--- src/rtl/pwrmgr_pkg.sv ---
// Shared power-manager types and constants used by the slow-domain wakeup arbiter.
package pwrmgr_pkg;

    typedef enum logic [1:0] {
        WaIdle    = 2'd0,
        WaArmed   = 2'd1,
        WaReqWake = 2'd2,
        WaReqRst  = 2'd3
    } wake_arb_state_e;

    // Widest filter counter any instance can need (FilterCycles tops out at 15).
    localparam int unsigned WakeFilterCyclesMax = 15;
    localparam int unsigned WakeFilterW         = $clog2(WakeFilterCyclesMax + 1);

endpackage

--- src/rtl/pwrmgr_wake_filter.sv ---
// Single-source wakeup glitch filter: saturating run-length counter plus qualify output.
module pwrmgr_wake_filter
    import pwrmgr_pkg::*;
#(
    parameter int unsigned FilterCycles = 3
) (
    input  logic clk_i,
    input  logic rst_ni,
    input  logic clr_i,
    input  logic cnt_en_i,
    input  logic filt_en_i,
    input  logic req_i,
    output logic qual_o
);

    localparam int unsigned CntW = $clog2(FilterCycles + 1);
    localparam logic [CntW-1:0] CntMax = CntW'(FilterCycles);

    logic [CntW-1:0] cnt_q;

    always_ff @(posedge clk_i or negedge rst_ni) begin
        if (!rst_ni) begin
            cnt_q <= '0;
        end else if (clr_i) begin
            cnt_q <= '0;
        end else if (cnt_en_i) begin
            if (!req_i) begin
                cnt_q <= '0;
            end else if (cnt_q != CntMax) begin
                cnt_q <= cnt_q + CntW'(1);
            end
        end
    end

    // Qualify on the sample that brings the run to FilterCycles, not the one after.
    always_comb begin
        qual_o = req_i & (~filt_en_i | (cnt_q == CntMax) |
                          (cnt_en_i & (cnt_q == CntMax - CntW'(1))));
    end

endmodule

--- src/rtl/pwrmgr_wake_arb.sv ---
// Slow-domain wakeup/reset request arbiter: qualifies, prioritises and latches requests
// for the slow FSM, holding them until the power-up cause toggles.
module pwrmgr_wake_arb
    import pwrmgr_pkg::*;
#(
    parameter int unsigned NumWkups     = 4,
    parameter int unsigned NumRstReqs   = 2,
    parameter int unsigned FilterCycles = 3,
    localparam int unsigned WkupIdxW    = (NumWkups > 1) ? $clog2(NumWkups) : 1,
    localparam int unsigned RstIdxW     = (NumRstReqs > 1) ? $clog2(NumRstReqs) : 1
) (
    input  logic                  clk_i,
    input  logic                  rst_ni,
    input  logic [NumWkups-1:0]   wakeup_req_i,
    input  logic [NumWkups-1:0]   wakeup_en_i,
    input  logic [NumWkups-1:0]   wakeup_filt_en_i,
    input  logic [NumRstReqs-1:0] rst_req_i,
    input  logic [NumRstReqs-1:0] rst_en_i,
    input  logic                  lp_entry_i,
    input  logic                  pwrup_cause_toggle_i,
    input  logic                  clr_info_i,
    output logic                  wakeup_o,
    output logic                  reset_req_o,
    output logic [NumWkups-1:0]   wake_info_o,
    output logic [WkupIdxW-1:0]   wake_src_o,
    output logic [RstIdxW-1:0]    rst_src_o,
    output logic                  src_valid_o,
    output wake_arb_state_e       state_o
);

    // Handshake: a request is raised by entering WaReqWake/WaReqRst and is considered
    // accepted on any level change of pwrup_cause_toggle_i while held; no valid/ready pair.

    wake_arb_state_e       state_q, state_d;
    logic                  toggle_q;
    logic                  toggle_edge;
    logic [NumWkups-1:0]   eff;
    logic [NumWkups-1:0]   qual;
    logic [NumRstReqs-1:0] rq;
    logic [WkupIdxW-1:0]   wake_idx;
    logic [RstIdxW-1:0]    rst_idx;
    logic                  cap_rst, cap_wake, info_or;
    logic                  wakeup_d, reset_req_d;

    assign eff         = wakeup_req_i & wakeup_en_i;
    assign rq          = rst_req_i & rst_en_i;
    assign toggle_edge = pwrup_cause_toggle_i ^ toggle_q;

    for (genvar i = 0; i < NumWkups; i++) begin : g_filt
        pwrmgr_wake_filter #(
            .FilterCycles(FilterCycles)
        ) u_filt (
            .clk_i    (clk_i),
            .rst_ni   (rst_ni),
            .clr_i    (state_q == WaIdle),
            .cnt_en_i (state_q == WaArmed),
            .filt_en_i(wakeup_filt_en_i[i]),
            .req_i    (eff[i]),
            .qual_o   (qual[i])
        );
    end

    // Lowest index wins within each group.
    always_comb begin
        wake_idx = '0;
        for (int i = NumWkups - 1; i >= 0; i--) begin
            if (qual[i]) wake_idx = WkupIdxW'(i);
        end
        rst_idx = '0;
        for (int j = NumRstReqs - 1; j >= 0; j--) begin
            if (rq[j]) rst_idx = RstIdxW'(j);
        end
    end

    always_ff @(posedge clk_i or negedge rst_ni) begin
        if (!rst_ni) begin
            state_q  <= WaIdle;
            toggle_q <= 1'b0;
        end else begin
            state_q  <= state_d;
            toggle_q <= pwrup_cause_toggle_i;
        end
    end

    always_comb begin
        state_d = state_q;
        unique case (state_q)
            WaIdle:    if (lp_entry_i) state_d = WaArmed;
            WaArmed: begin
                if (|rq)        state_d = WaReqRst;
                else if (|qual) state_d = WaReqWake;
            end
            WaReqWake: if (toggle_edge) state_d = WaIdle;
            WaReqRst:  if (toggle_edge) state_d = WaIdle;
            default:   state_d = WaIdle;
        endcase
    end

    always_comb begin
        cap_rst     = (state_q == WaArmed) & (|rq);
        cap_wake    = (state_q == WaArmed) & ~(|rq) & (|qual);
        info_or     = cap_wake | (state_q == WaReqWake);
        wakeup_d    = (state_d == WaReqWake);
        reset_req_d = (state_d == WaReqRst);
    end

    // A clear coinciding with new qualified bits drops the old record but keeps the new bits.
    always_ff @(posedge clk_i or negedge rst_ni) begin
        if (!rst_ni) begin
            wakeup_o    <= 1'b0;
            reset_req_o <= 1'b0;
            wake_info_o <= '0;
            wake_src_o  <= '0;
            rst_src_o   <= '0;
            src_valid_o <= 1'b0;
        end else begin
            wakeup_o    <= wakeup_d;
            reset_req_o <= reset_req_d;
            if (info_or) begin
                wake_info_o <= (clr_info_i ? '0 : wake_info_o) | qual;
            end else if (clr_info_i) begin
                wake_info_o <= '0;
            end
            if (cap_rst) rst_src_o <= rst_idx;
            if (cap_wake) wake_src_o <= wake_idx;
            if (cap_rst || cap_wake) begin
                src_valid_o <= 1'b1;
            end else if (clr_info_i) begin
                src_valid_o <= 1'b0;
            end
        end
    end

    assign state_o = state_q;

endmodule

--- config.mk ---
export PLATFORM = sky130hd
export DESIGN_NAME = pwrmgr_wake_arb
export DESIGN_NICKNAME = d
export VERILOG_FILES = /design/src/rtl/pwrmgr_pkg.sv /design/src/rtl/pwrmgr_wake_filter.sv /design/src/rtl/pwrmgr_wake_arb.sv
export SDC_FILE = /design/constraint.sdc
export NUM_CORES = 1
export LEC_CHECK = 0
export BUFFER_PORTS_ARGS = -buffer_cell sky130_fd_sc_hd__buf_4
export CAP_MARGIN = 25
export CORE_UTILIZATION = 53
export CTS_CLUSTER_DIAMETER = 150
export CTS_CLUSTER_SIZE = 25
export DETAILED_ROUTE_END_ITERATION = 12
export HOLD_SLACK_MARGIN = 0.06
export PLACE_DENSITY = 0.81
export SLEW_MARGIN = 20
export SYNTH_ARGS = -nofsm -noshare
export SYNTH_HDL_FRONTEND = slang
export SYNTH_SLANG_ARGS = --single-unit
--- constraint.sdc ---
create_clock -name clk_i -period 2.5 [get_ports clk_i]
set_input_delay 0.375 -clock clk_i [delete_from_list [all_inputs] [get_ports clk_i]]
set_output_delay 0.375 -clock clk_i [all_outputs]
set_load 0.1 [all_outputs]
## Word-level counts from Yosys, hierarchy flattened

Index checks and enable logic that the tools add are counted.
W data, S select, Z words.

| cells by class | value |
|---|---|
| $add $sub $neg | 4 |
| eq/ne operators | 21 |
| multiplexer cells | 31 |
| bitwise gates (word level) | 29 |
| reduce and logical (&&, ||, !) cells | 11 |

Operators with widths:

| kind | number |
|---|---|
| $mux W2 | 24 |
| $eq A2 B2 Y1 const B | 12 |
| $ne A3 B1 Y1 const B | 4 |
| $and A1 B1 Y1 | 11 |
| $or A1 B1 Y1 | 9 |
| $add A2 B1 Y2 const B | 4 |
| $mux W4 | 2 |
| $ne A2 B2 Y1 const B | 4 |
| $reduce_and A2 Y1 | 4 |
| $pmux W2 S3 | 1 |
| $not A1 Y1 | 5 |
| $and A4 B4 Y4 | 1 |
| $mux W1 | 4 |
| $or A4 B4 Y4 | 1 |
| $reduce_bool A2 Y1 | 2 |
| $reduce_or A2 Y1 | 2 |
| $reduce_or A4 Y1 | 1 |
| $and A2 B2 Y2 | 1 |
| $eq A2 B1 Y1 const B | 1 |
| $logic_not A2 Y1 | 1 |
| $logic_or A1 B1 Y1 | 1 |
| $xor A1 B1 Y1 | 1 |

| word-level totals | value |
|---|---|
| bits in registers | 21 |
| bits of input ports | 21 |
| output and inout bits | 12 |
| logic and storage cells | 108 |

## Longest topological paths before layout

| logic depth | value |
|---|---|
| depth after elaboration | 9 |
| depth in mapped cells | 6 |
| mapped depth without buffers | 6 |

## By module

From an unflattened synthesis, not the netlist that was laid out.

| second synthesis, totals | value |
|---|---|
| cell total of the unflattened synthesis | 125 |
| area, all modules | 1221.2 um^2 |

Modules (own cells, without submodules):

| module | instances | cells an instance | area each (um^2) | sequential area each (um^2) |
|---|---|---|---|---|
| pwrmgr_wake_filter | 4 | 16 | 153.9 | 50.0 |
| pwrmgr_wake_arb | 1 | 61 | 605.6 | 325.3 |

## Worst setup path before layout

OpenSTA, ideal clock, no wires.

| timing | value |
|---|---|
| kind | reg-to-reg |
| from | reg state_q[0] (netlist: state_o[0]) |
| to | reg g_filt[0].u_filt.cnt_q[0] |
| library setup time | 0.077 ns |
| arrival time | 1.930 ns |
| data required time | 2.423 ns |
| slack | 0.493 ns |
| cell stages (with the launch flop) | 5 |
| buffers on the path | 1 |
| period minus slack after synthesis | 2.007 ns |
| cells stage by stage | dfrtp_1 > buf_4 > inv_2 > or4_1 > o21ai_1 |

| on the way | value |
|---|---|
| cells in the longest elaborated chain, start to end | 3 |
| elaborated cells on any way between the ends | 6 |
| classes of those cells | 2 x eq/ne; 1 x mux; 3 x reduce/logical |

Ends and longest elaborated chain:

| item | RTL line | RTL |
|---|---|---|
| from (decl) | pwrmgr_wake_arb.sv:34 | `wake_arb_state_e state_q, state_d;` |
| from (signal assigned) | pwrmgr_wake_arb.sv:77 | `state_q <= WaIdle;` |
| from (signal assigned) | pwrmgr_wake_arb.sv:80 | `state_q <= state_d;` |
| $logic_not A2 Y1 or $eq A2 B1 Y1 (tied branches) | pwrmgr_wake_arb.sv:55, pwrmgr_wake_arb.sv:56 |  |
| $ne A3 B1 Y1 (no source line) or $reduce_bool A2 Y1 (tied branches) | -- |  |
| $reduce_and A2 Y1 (no source line) | -- |  |
| to (signal assigned) | pwrmgr_wake_filter.sv:30 | `cnt_q <= cnt_q + CntW'(1);` |
| to (decl) | pwrmgr_wake_filter.sv:19 | `logic [CntW-1:0] cnt_q;` |

Parallel ways exist; a longest one is shown, timed or not.
A chain may end at the register's enable or synchronous reset.

## Final worst setup path

| timing | value |
|---|---|
| from | reg state_q[0] (netlist: state_o[0]) |
| to | out state_o[0] |

RTL lines:

| item | RTL line | RTL |
|---|---|---|
| to (decl) | pwrmgr_wake_arb.sv:28 | `output wake_arb_state_e state_o` |

No word-level cell between the ends.

==> qor.csv <==
stage,metric,value,unit
outcome,status,"complete, no violations",
place,place.gp.congestion,0.7888,
place,numPortBuffers,32,
synthesis,netlist_instances,113,
synthesis,synth_top_area_share,45.26,%
sta,setup_viol,0,
floorplan,coreArea,2002,sq um
sta,finalHoldViolations,0,
critical_path,required,2.12,ns
place,dp_hpwl,1.777,mm
sta,fin_crit,1.776,ns
clock_tree,clk_latency,0.31,ns
detailed_routing,ant_nets,0,
detailed_routing,wl_per_cell,13.10,um
clock_tree,htreeDepth,1,
global_routing,grtUsageTotal,22.57,%
critical_path,rr_startpoint,state_o[1],
final_layout,layout.cells.non_filler,175,
detailed_routing,drt_pass1_iterations,4,
global_routing,antenna_found_initial,0,
global_routing,overflow,0,
pwr,p_leak,0.0007149,uW
critical_path,crit_family,flip-flops,
final_layout,fin_nets,178,
worst_hold_path,hp-class,in -> reg,
final_layout,syn_to_final_growth,25.86,%
synthesis,ys_seq_area_share,45.26,%
sta,max_freq,563.0,MHz
synthesis,ys_types,35,
clock_tree,cts_tree,done,
synthesis,synth_seq_cells,21,
clock_tree,cts_hold_buf,1,
final_layout,drive_gt1_share,29.73,%
critical_path,arrival,1.40,ns
floorplan,die_y,48.81,um
sta,tns,0,ns
clock_tree,cts_resized,0,
critical_path,worstSetupStartpointType,flip-flop,
sta,rsz0062_at_grt,no,
sta,fin_crit_sh,71.05,%
synthesis,ys_top_cells_by_area,"dfrtp_1 45%, ha_1 8.6%, o311ai_4 4.5%, inv_1 3.9%, a41o_1 3.4%",
global_routing,grt_max_degree,22,
detailed_routing,wl_met3,115,um
flow_run,cap_violations,0,
detailed_routing,drt_iter0_drc,21,
critical_path,r2r_setup_slack,0.78,ns
critical_path,critPathMaxStageDelay,0.69,ns
clock_tree,cts_buffers,3,
clock_tree,cts_buffer_depth,2,
synthesis,syn_nets,142,
detailed_routing,viasPerCell,5.611,
sta,tightest_slew,0.5333,ns
synthesis,syn_area,1161,sq um
worst_hold_path,min_from,pwrup_cause_toggle_i,
detailed_routing,vias,982,
global_routing,grt_pass1_wl,4.133,mm
detailed_routing,wl_met1,1.121,mm
floorplan,rows,16,
clock_tree,clkTransAtPathRegs,0.12,ns
critical_path,crit_start,state_o[0],
detailed_routing,drt_wl_total,2.293,mm
pwr,total_power,1703,uW
global_routing,grt_pass1_vias,952,
synthesis,yosysTopAreaCell,dfrtp_1,
place,dp.cells,170,
floorplan,start_util,58.00,%
critical_path,worst_path_max_delay_cell,dfrtp_1,
sta,finalMaxSlewViolations,0,
detailed_routing,highest_layer,met4,
clock_tree,root_buffer,clkbuf_4,
pwr,ir_drop,0.9180,mV
synthesis,yosys_warnings,0,
detailed_routing,wl_met2,1.023,mm
detailed_routing,drc,0,
sta,maxSlewHeadroom,64.45,%
critical_path,critPathKind,reg -> out,
critical_path,path_max_fanout,17,
sta,skew,0.01072,ns
synthesis,syn_area_per_cell,10.28,sq um
floorplan,die-area,2382,sq um
critical_path,endpoint_kind,primary output,
pwr,powerDensity,1165,nW/um^2
final_layout,antenna_cells,0,
critical_path,path_buf_inv,1,
floorplan,chipWidth,48.81,um
clock_tree,cts_setup_buffers,0,
critical_path,path_cells,buf_4,
floorplan,ios,33,
final_layout,fillers,148,
clock_tree,cts.sinks,21,
[where the power goes]
part | total [uW] | internal, uW | leakage [uW] | switching, uW
combinational | 987 | 261 | 0.000423 | 726
sequential | 555 | 434 | 0.000274 | 121
clock | 161 | 59.9 | 0.0000177 | 102
total | 1700 | 755 | 0.000715 | 948
[synth_stat cells]
| library cell | instances |
|---|---|
| dfrtp_1 | 21 |
| inv_1 | 12 |
| nand2_1 | 10 |
| ha_1 | 8 |
| o21ai_0 | 6 |
| a21oi_1 | 5 |
| nor2_1 | 5 |
| a41o_1 | 4 |
| o22ai_1 | 4 |
| a31oi_1 | 3 |
| o21ai_1 | 3 |
| a22o_1 | 2 |
| a31o_2 | 2 |
| and2_1 | 2 |
| and3b_1 | 2 |
| nand2b_1 | 2 |
| nand3b_1 | 2 |
| nand4_1 | 2 |
| o311ai_4 | 2 |
| a211oi_1 | 1 |
| a21boi_0 | 1 |
| a21boi_1 | 1 |
| a21o_1 | 1 |
| and2b_1 | 1 |
| and4_4 | 1 |
| buf_4 | 1 |
| clkbuf_1 | 1 |
| inv_2 | 1 |
| mux2_2 | 1 |
| nor2b_1 | 1 |
| o21ba_2 | 1 |
| o22a_1 | 1 |
| or3_1 | 1 |
| or4_1 | 1 |
| xnor2_1 | 1 |
[registers in the layout (all words and copies together) (netlist names)]
name and flops:
g_filt.u_filt.cnt_q 8, reset_req_o 1, rst_src_o 1, src_valid_o 1
state_o 2, toggle_q 1, wake_info_o 4, wake_src_o 2
wakeup_o 1
[cell type report]
class / instances / area, sq um / area share (%)
clock inverter: 1 / 5.005 / 0.3425
tap: 27 / 33.78 / 2.312
inverter: 13 / 48.80 / 3.339
clock buffer: 3 / 22.52 / 1.541
sequential: 21 / 525.5 / 35.96
timing repair buffer: 33 / 250.2 / 17.12
multi-input combinational: 77 / 575.6 / 39.38
[through the flow]
stage               worst slack (ns)  area, sq um  hold slack [ns]  util [%]
floorplan                     0.4933         1161          0.07941         -
global placement              0.8712         1424           0.2700     71.13
detailed placement            0.8144         1424           0.2746     71.13
CTS                           0.7244         1461           0.1749     73.00
global route                  0.5672         1461           0.1702     73.00
finish                        0.7239         1461           0.1860     73.00
[cell usage in the layout, fill, tap and decap left out, types with 3 or more instances in the layout]
master and n:
buf_4 32, dfrtp_1 21, inv_1 12, nand2_1 10
ha_1 8, o21ai_0 6, nor2_1 5, a21oi_1 5
o22ai_1 4, a41o_1 4, a31oi_1 3, o21ai_1 3
clkbuf_4 3
[metal layers]
metal	up-vias	global-route usage, %
met1	464	29.69
met5	-	0
met3	5	4.984
met4	0	7.843
met2	34	36.81
li1	479	-
[cell families after synthesis]
family          after synthesis  share of synthesized area, %
compound gates               37                         25.00
xor+xnor                      1                        0.7544
fa+ha+maj                     8                         8.621
buf+inv                      15                         5.172
flops                        21                         45.26
mux                           1                        0.9698
simple gates                 30                         14.23
[final timing paths]
check                                             to  cells past startpoint
setup / recovery                          state_o[0]                      1
min in group asynchronous  g_filt[2].u_filt.cnt_q[0]                      2
hold / removal                              toggle_q                      1
max in group asynchronous  g_filt[0].u_filt.cnt_q[1]                      2
hold reg to reg                        wake_src_o[0]                      1
setup reg to reg                      wake_info_o[1]                      4
No activity file was read; power rests on OpenSTA's default activity.
